`src/rtl/boiler_stack_ctrl_if.sv`:
```
// Button inputs and renderer-facing outputs of the boiler puzzle engine.
// The slave side is the engine; the master side is whatever drives the buttons.
interface boiler_stack_ctrl_if;
    logic        btn_left;
    logic        btn_right;
    logic        btn_sel;
    logic        btn_restart;
    logic [47:0] colours_o;
    logic [3:0]  selected_o;
    logic [3:0]  picked_o;
    logic        busy_o;
    logic        solved_o;
    logic [7:0]  moves_o;

    modport slave (
        input  btn_left, btn_right, btn_sel, btn_restart,
        output colours_o, selected_o, picked_o, busy_o, solved_o, moves_o
    );

    modport master (
        output btn_left, btn_right, btn_sel, btn_restart,
        input  colours_o, selected_o, picked_o, busy_o, solved_o, moves_o
    );
endinterface

```
`src/rtl/boiler_stack_ctrl.sv`:
```
// Game-state engine for a 4-boiler colour-sort puzzle: cursor, pick/pour moves
// with a timed layer-by-layer pour, move counter and solved detection.
module boiler_stack_ctrl #(
    parameter int unsigned POUR_TICKS  = 2_500_000,
    parameter logic [47:0] INIT_LAYOUT = 48'h000_68B_45A_2D1
) (
    input  logic              CLOCK,
    input  logic              rst_n,
    boiler_stack_ctrl_if.slave bus
);
    localparam int unsigned   CW = (POUR_TICKS > 1) ? $clog2(POUR_TICKS) : 1;
    localparam logic [CW-1:0] TC = CW'(POUR_TICKS - 1);

    typedef enum logic [1:0] {S_IDLE = 2'd0, S_PICKED = 2'd1, S_POUR = 2'd2} state_t;

    function automatic logic [11:0] get_boiler(input logic [47:0] c, input logic [1:0] b);
        case (b)
            2'd0:    get_boiler = c[11:0];
            2'd1:    get_boiler = c[23:12];
            2'd2:    get_boiler = c[35:24];
            2'd3:    get_boiler = c[47:36];
            default: get_boiler = 12'd0;
        endcase
    endfunction

    function automatic logic [2:0] layer_count(input logic [11:0] s);
        layer_count = 3'd0;
        for (int l = 0; l < 4; l++) begin
            if (s[l*3 +: 3] != 3'd0) layer_count = layer_count + 3'd1;
            else                     layer_count = layer_count;
        end
    endfunction

    // Colour at depth d below the top (d=0 is the top layer); 0 if absent.
    function automatic logic [2:0] layer_from_top(input logic [11:0] s, input logic [2:0] d);
        logic [2:0] n;
        n = layer_count(s);
        if (n <= d) return 3'd0;
        else begin
            case (3'(n - d))
                3'd1:    return s[2:0];
                3'd2:    return s[5:3];
                3'd3:    return s[8:6];
                3'd4:    return s[11:9];
                default: return 3'd0;
            endcase
        end
    endfunction

    function automatic logic is_solved(input logic [47:0] c);
        logic [11:0] s;
        is_solved = 1'b1;
        for (int b = 0; b < 4; b++) begin
            s = c[b*12 +: 12];
            if ((s[11:9] != s[2:0]) || (s[8:6] != s[2:0]) || (s[5:3] != s[2:0]))
                is_solved = 1'b0;
            else
                is_solved = is_solved;
        end
    endfunction

    state_t        r_state;
    logic [47:0]   r_colours;
    logic [1:0]    r_cursor;
    logic [3:0]    r_selected;
    logic [1:0]    r_src;
    logic [1:0]    r_dst;
    logic [3:0]    r_picked;
    logic          r_busy;
    logic          r_solved;
    logic [7:0]    r_moves;
    logic [CW-1:0] r_cnt;

    logic [11:0] w_src_s, w_dst_s, w_cur_s;
    logic [2:0]  w_src_cnt, w_dst_cnt, w_cur_cnt;
    logic [2:0]  w_src_top, w_cur_top;
    logic [1:0]  w_cur_nxt;
    logic        w_legal;
    logic        w_continue;
    logic [47:0] w_after;

    assign w_src_s   = get_boiler(r_colours, r_src);
    assign w_dst_s   = get_boiler(r_colours, r_dst);
    assign w_cur_s   = get_boiler(r_colours, r_cursor);
    assign w_src_cnt = layer_count(w_src_s);
    assign w_dst_cnt = layer_count(w_dst_s);
    assign w_cur_cnt = layer_count(w_cur_s);
    assign w_src_top = layer_from_top(w_src_s, 3'd0);
    assign w_cur_top = layer_from_top(w_cur_s, 3'd0);
    assign w_legal   = (w_cur_cnt < 3'd4) && ((w_cur_cnt == 3'd0) || (w_cur_top == w_src_top));

    // Cursor step; simultaneous left and right cancel out.
    always_comb begin
        w_cur_nxt = r_cursor;
        if (bus.btn_left && !bus.btn_right)      w_cur_nxt = r_cursor - 2'd1;
        else if (bus.btn_right && !bus.btn_left) w_cur_nxt = r_cursor + 2'd1;
        else                                     w_cur_nxt = r_cursor;
    end

    // One-layer transfer src top -> dst next free slot, and whether another follows.
    always_comb begin
        w_after    = r_colours;
        w_continue = 1'b0;
        if ((w_src_cnt != 3'd0) && (w_dst_cnt < 3'd4)) begin
            for (int b = 0; b < 4; b++) begin
                for (int l = 0; l < 4; l++) begin
                    if ((b == int'(r_src)) && (l == int'(w_src_cnt) - 1))
                        w_after[b*12 + l*3 +: 3] = 3'd0;
                    else if ((b == int'(r_dst)) && (l == int'(w_dst_cnt)))
                        w_after[b*12 + l*3 +: 3] = w_src_top;
                    else
                        w_after[b*12 + l*3 +: 3] = r_colours[b*12 + l*3 +: 3];
                end
            end
            w_continue = (w_src_cnt > 3'd1) && (w_dst_cnt < 3'd3) &&
                         (layer_from_top(w_src_s, 3'd1) == w_src_top);
        end else begin
            w_after    = r_colours;
            w_continue = 1'b0;
        end
    end

    // Game FSM with all outputs held in registers.
    always_ff @(posedge CLOCK or negedge rst_n) begin
        if (!rst_n) begin
            r_state    <= S_IDLE;
            r_colours  <= INIT_LAYOUT;
            r_cursor   <= 2'd0;
            r_selected <= 4'b0001;
            r_src      <= 2'd0;
            r_dst      <= 2'd0;
            r_picked   <= 4'b0000;
            r_busy     <= 1'b0;
            r_solved   <= 1'b0;
            r_moves    <= 8'd0;
            r_cnt      <= '0;
        end else begin
            if (r_state == S_IDLE) r_solved <= is_solved(r_colours);
            else                   r_solved <= r_solved;

            if (bus.btn_restart) begin
                r_state   <= S_IDLE;
                r_colours <= INIT_LAYOUT;
                r_picked  <= 4'b0000;
                r_busy    <= 1'b0;
                r_moves   <= 8'd0;
                r_cnt     <= '0;
            end else begin
                case (r_state)
                    S_IDLE: begin
                        r_cursor   <= w_cur_nxt;
                        r_selected <= 4'b0001 << w_cur_nxt;
                        if (bus.btn_sel && (w_cur_cnt != 3'd0)) begin
                            r_state  <= S_PICKED;
                            r_src    <= r_cursor;
                            r_picked <= 4'b0001 << r_cursor;
                        end else begin
                            r_state <= S_IDLE;
                        end
                    end
                    S_PICKED: begin
                        r_cursor   <= w_cur_nxt;
                        r_selected <= 4'b0001 << w_cur_nxt;
                        if (bus.btn_sel) begin
                            if ((r_cursor != r_src) && w_legal) begin
                                r_state <= S_POUR;
                                r_dst   <= r_cursor;
                                r_busy  <= 1'b1;
                                r_cnt   <= '0;
                                r_moves <= (r_moves == 8'd255) ? r_moves : r_moves + 8'd1;
                            end else begin
                                r_state  <= S_IDLE;
                                r_picked <= 4'b0000;
                            end
                        end else begin
                            r_state <= S_PICKED;
                        end
                    end
                    S_POUR: begin
                        if (r_cnt == TC) begin
                            r_cnt     <= '0;
                            r_colours <= w_after;
                            if (!w_continue) begin
                                r_state  <= S_IDLE;
                                r_busy   <= 1'b0;
                                r_picked <= 4'b0000;
                            end else begin
                                r_state <= S_POUR;
                            end
                        end else begin
                            r_cnt <= r_cnt + CW'(1);
                        end
                    end
                    default: begin
                        r_state  <= S_IDLE;
                        r_picked <= 4'b0000;
                        r_busy   <= 1'b0;
                        r_cnt    <= '0;
                    end
                endcase
            end
        end
    end

    assign bus.colours_o  = r_colours;
    assign bus.selected_o = r_selected;
    assign bus.picked_o   = r_picked;
    assign bus.busy_o     = r_busy;
    assign bus.solved_o   = r_solved;
    assign bus.moves_o    = r_moves;
endmodule

```
`src/flat_wrapper.sv`:
```
// flat-port wrapper written by rule: the top's interface ports become plain ports
module boiler_stack_ctrl_flat 
#(
    parameter int unsigned POUR_TICKS  = 2_500_000,
    parameter logic [47:0] INIT_LAYOUT = 48'h000_68B_45A_2D1
)
  (CLOCK, rst_n, bus_btn_left, bus_btn_right, bus_btn_sel, bus_btn_restart, bus_colours_o, bus_selected_o, bus_picked_o, bus_busy_o, bus_solved_o, bus_moves_o);
  boiler_stack_ctrl_if bus_i ();
  input  logic CLOCK;
  input  logic rst_n;
  input wire logic [$bits(bus_i.btn_left)-1:0] bus_btn_left;
  input wire logic [$bits(bus_i.btn_right)-1:0] bus_btn_right;
  input wire logic [$bits(bus_i.btn_sel)-1:0] bus_btn_sel;
  input wire logic [$bits(bus_i.btn_restart)-1:0] bus_btn_restart;
  output wire logic [$bits(bus_i.colours_o)-1:0] bus_colours_o;
  output wire logic [$bits(bus_i.selected_o)-1:0] bus_selected_o;
  output wire logic [$bits(bus_i.picked_o)-1:0] bus_picked_o;
  output wire logic [$bits(bus_i.busy_o)-1:0] bus_busy_o;
  output wire logic [$bits(bus_i.solved_o)-1:0] bus_solved_o;
  output wire logic [$bits(bus_i.moves_o)-1:0] bus_moves_o;
  assign bus_i.btn_left = bus_btn_left;
  assign bus_i.btn_right = bus_btn_right;
  assign bus_i.btn_sel = bus_btn_sel;
  assign bus_i.btn_restart = bus_btn_restart;
  assign bus_colours_o = bus_i.colours_o;
  assign bus_selected_o = bus_i.selected_o;
  assign bus_picked_o = bus_i.picked_o;
  assign bus_busy_o = bus_i.busy_o;
  assign bus_solved_o = bus_i.solved_o;
  assign bus_moves_o = bus_i.moves_o;
  boiler_stack_ctrl #(.POUR_TICKS(POUR_TICKS), .INIT_LAYOUT(INIT_LAYOUT)) u_core (.CLOCK(CLOCK), .rst_n(rst_n), .bus(bus_i));
endmodule
```
`config.mk`:
```
export PLATFORM = sky130hd
export DESIGN_NAME = boiler_stack_ctrl_flat
export DESIGN_NICKNAME = d
export VERILOG_FILES = /design/src/rtl/boiler_stack_ctrl_if.sv /design/src/rtl/boiler_stack_ctrl.sv /design/src/flat_wrapper.sv
export SDC_FILE = /design/constraint.sdc
export NUM_CORES = 1
export LEC_CHECK = 0
export ABC_AREA = 1
export BUFFER_PORTS_ARGS = -buffer_cell sky130_fd_sc_hd__buf_2
export CORE_UTILIZATION = 45
export DETAILED_ROUTE_END_ITERATION = 10
export PLACE_DENSITY_LB_ADDON = 0.2
export SYNTH_ARGS = -nofsm -noshare
export SYNTH_HDL_FRONTEND = slang
export SYNTH_SLANG_ARGS = --single-unit
```
`constraint.sdc`:
```
create_clock -name CLOCK -period 7.6 [get_ports CLOCK]
set_input_delay 1.52 -clock CLOCK [delete_from_list [all_inputs] [get_ports CLOCK]]
set_output_delay 1.52 -clock CLOCK [all_outputs]
set_load 0.02 [all_outputs]
```
==> results.ini <==
[status]
outcome=completed

[synth]
synth_warnings=0
syn_area_um2=7770
syn_inst=1155
synth_nets=1178
synth_top_area_share_pct=25.4
synth_flop_cell=dfrtp_1
synth_edf_count=0
async_reset_ff_share_pct=100
synth_top_area_cell=dfrtp_1
yosysSeqAreaShare_pct=31.2
synthTopCellsByArea=dfrtp_1 25%, nand2_1 15%, inv_1 7.1%
synth.distinct_cells=48
syn_area_per_cell_um2=6.73
ys_ff_latch=96

[drt]
drcViolationCount=0
final_antenna_net_count=0
routed-via-count=8369
firstDrtPassIters=5
wl_met2_um=11300
vias_per_cell=5.82
wl_per_cell_um=19.2
met3RoutedLength_um=3080
top_layer_used=met5
totalWireLength_um=27600
drt-initial-drc-count=983
drt-met1-wl_um=12200

[global_route]
grt.overflow.total=0
grt_pass1_vias=7648
grt_max_degree=65
grt_pass1_wl_um=43300
antenna_found_initial=1
grt_use_total_pct=32.1

[cts]
cts-root-buf=clkbuf_16
insertion_delay_ns=0.36
clockBufferDepth=2
post_cts_resized=0
tritoncts=built
clkSinkCount=96
cts_buffers=9
ctsHoldBuffers=0
post-cts-setup-buffers=0
cts.clk_slew.worst_paths_ns=0.08
htreeDepth=3

[setup_path]
crit_path_top_delay_cell=dfrtp_1
crit_fanout=19
path_class=reg2reg
cp-start-kind=flip-flop
crit_top_cell=nand2_1
crit_arrival_ns=5.44
cp-end-kind=flip-flop
slowest_delay_ns=0.82
cp_data_required_time_ns=7.85

[timing]
hold_violations=0
final.setup_skew_ns=0.0139
setup_viol=0
maxSlewHeadroom_pct=40.7
tns_ns=0
worst_pin_slew_ns=0.889
finalMaxSlewViolations=0
period_share_pct=68.4
rsz0062_at_grt=false
max_freq_mhz=192
period_needed_ns=5.20

[floorplan]
initial_core_util_pct=46.6
fp.dieH_um=133
die_x_um=133
design.die.area_um2=17800
coreArea_um2=16700
io_pins=72
rows=47

[placed_design]
globalplace.congestion=1.03
portBuffers=71
hpwl_um=20500

[layout]
drive_above_1_share_pct=15.3
syn_to_final_growth_pct=10.1
num-nets-final=1237
final_util_pct=51.2
final_cell_mix=312 x nand2_1, 147 x inv_1, 100 x nand3_1
layout_commonest_cell=nand2_1
antenna_cells=0

[hold_path]
hp-class=reg2reg

[run]
cap_violations=0

[registers in the layout, summed over array words and instances, names as in the netlist]
register               cells
u_core.bus.busy_o          1
u_core.bus.colours_o      48
u_core.bus.moves_o         8
u_core.bus.picked_o        4
u_core.bus.selected_o      4
u_core.bus.solved_o        1
u_core.r_cnt              22
u_core.r_cursor            2
u_core.r_dst               2
u_core.r_src               2
u_core.r_state             2
[final timing paths]
check	from	to	slack [ns]	cells past startpoint
max in group asynchronous	rst_n	u_core.bus.picked_o[3]$_DFFE_PN0P_	5.33	2
max reg2reg	u_core.r_src[1]$_DFFE_PN0P_	u_core.bus.picked_o[3]$_DFFE_PN0P_	2.40	28
max	u_core.r_src[1]$_DFFE_PN0P_	u_core.bus.picked_o[3]$_DFFE_PN0P_	2.40	28
min	u_core.bus.picked_o[2]$_DFFE_PN0P_	u_core.bus.picked_o[2]$_DFFE_PN0P_	0.47	2
min reg2reg	u_core.bus.picked_o[2]$_DFFE_PN0P_	u_core.bus.picked_o[2]$_DFFE_PN0P_	0.47	2
min in group asynchronous	rst_n	u_core.bus.colours_o[26]$_DFFE_PN0P_	1.09	1
[cell usage after synthesis (7+ instances only)]
cell / instances
nand2_1: 312
inv_1: 147
nand3_1: 100
nor2_1: 97
o21ai_0: 80
dfrtp_1: 79
nand4_1: 38
a21oi_1: 26
xor2_1: 25
o21ai_2: 24
o22ai_1: 21
nor3_1: 18
dfstp_2: 17
ha_1: 17
o21ai_1: 16
nand3b_1: 14
nor4_1: 13
nand2_2: 11
nor2_2: 10
clkbuf_1: 9
inv_2: 8
nor2_4: 7
[final cells by class]
class | count | area, µm²
Fill cell | 1730 | 8140
Inverter | 158 | 601
Clock buffer | 11 | 233
Clock inverter | 5 | 58.8
Multi-Input combinational cell | 876 | 4590
Tap cell | 220 | 275
Timing Repair Buffer | 73 | 373
Sequential cell | 96 | 2420
[cell families (layout without fill, tap and decap cells)]
kind of cell / count (synthesis) / after routing / synth area share (%)
xor+xnor: 27 / 27 / 3.04
fa+ha+maj: 17 / 17 / 2.74
flops: 96 / 96 / 31.2
compound gates: 186 / 186 / 14.1
buf+inv: 183 / 247 / 9.75
simple gates: 646 / 646 / 39.2
[through the flow]
step / setup WS [ns] / area, µm² / instances / hold slack, ns
global route: 1.94 / 8560 / 1439 / 0.510
finish: 2.40 / 8560 / 1439 / 0.473
detailed placement: 2.60 / 8270 / 1423 / 0.461
global placement: 2.59 / 8270 / 1423 / 0.474
floorplan: 3.74 / 7770 / 1155 / 0.466
CTS: 2.58 / 8560 / 1439 / 0.480
[critical path, delay by kind of cell (launching register included)]
family | cells | cell delay (ns)
DFF | 1 | 0.82
and+or+nand+nor | 19 | 2.52
AOI/OAI and AO/OA | 3 | 0.53
buffers and inverters | 3 | 0.30
adders and majority gates | 3 | 0.93
[per-layer routing]
metal | GRT usage (%) | vias up
met5 | 0 | -
met4 | 13.2 | 2
met3 | 8.56 | 69
met2 | 45.3 | 452
met1 | 46.0 | 3906
li1 | - | 3940
Power is not shown: default switching activity piles up to over one toggle a cycle in this logic, so the estimate is an artifact.
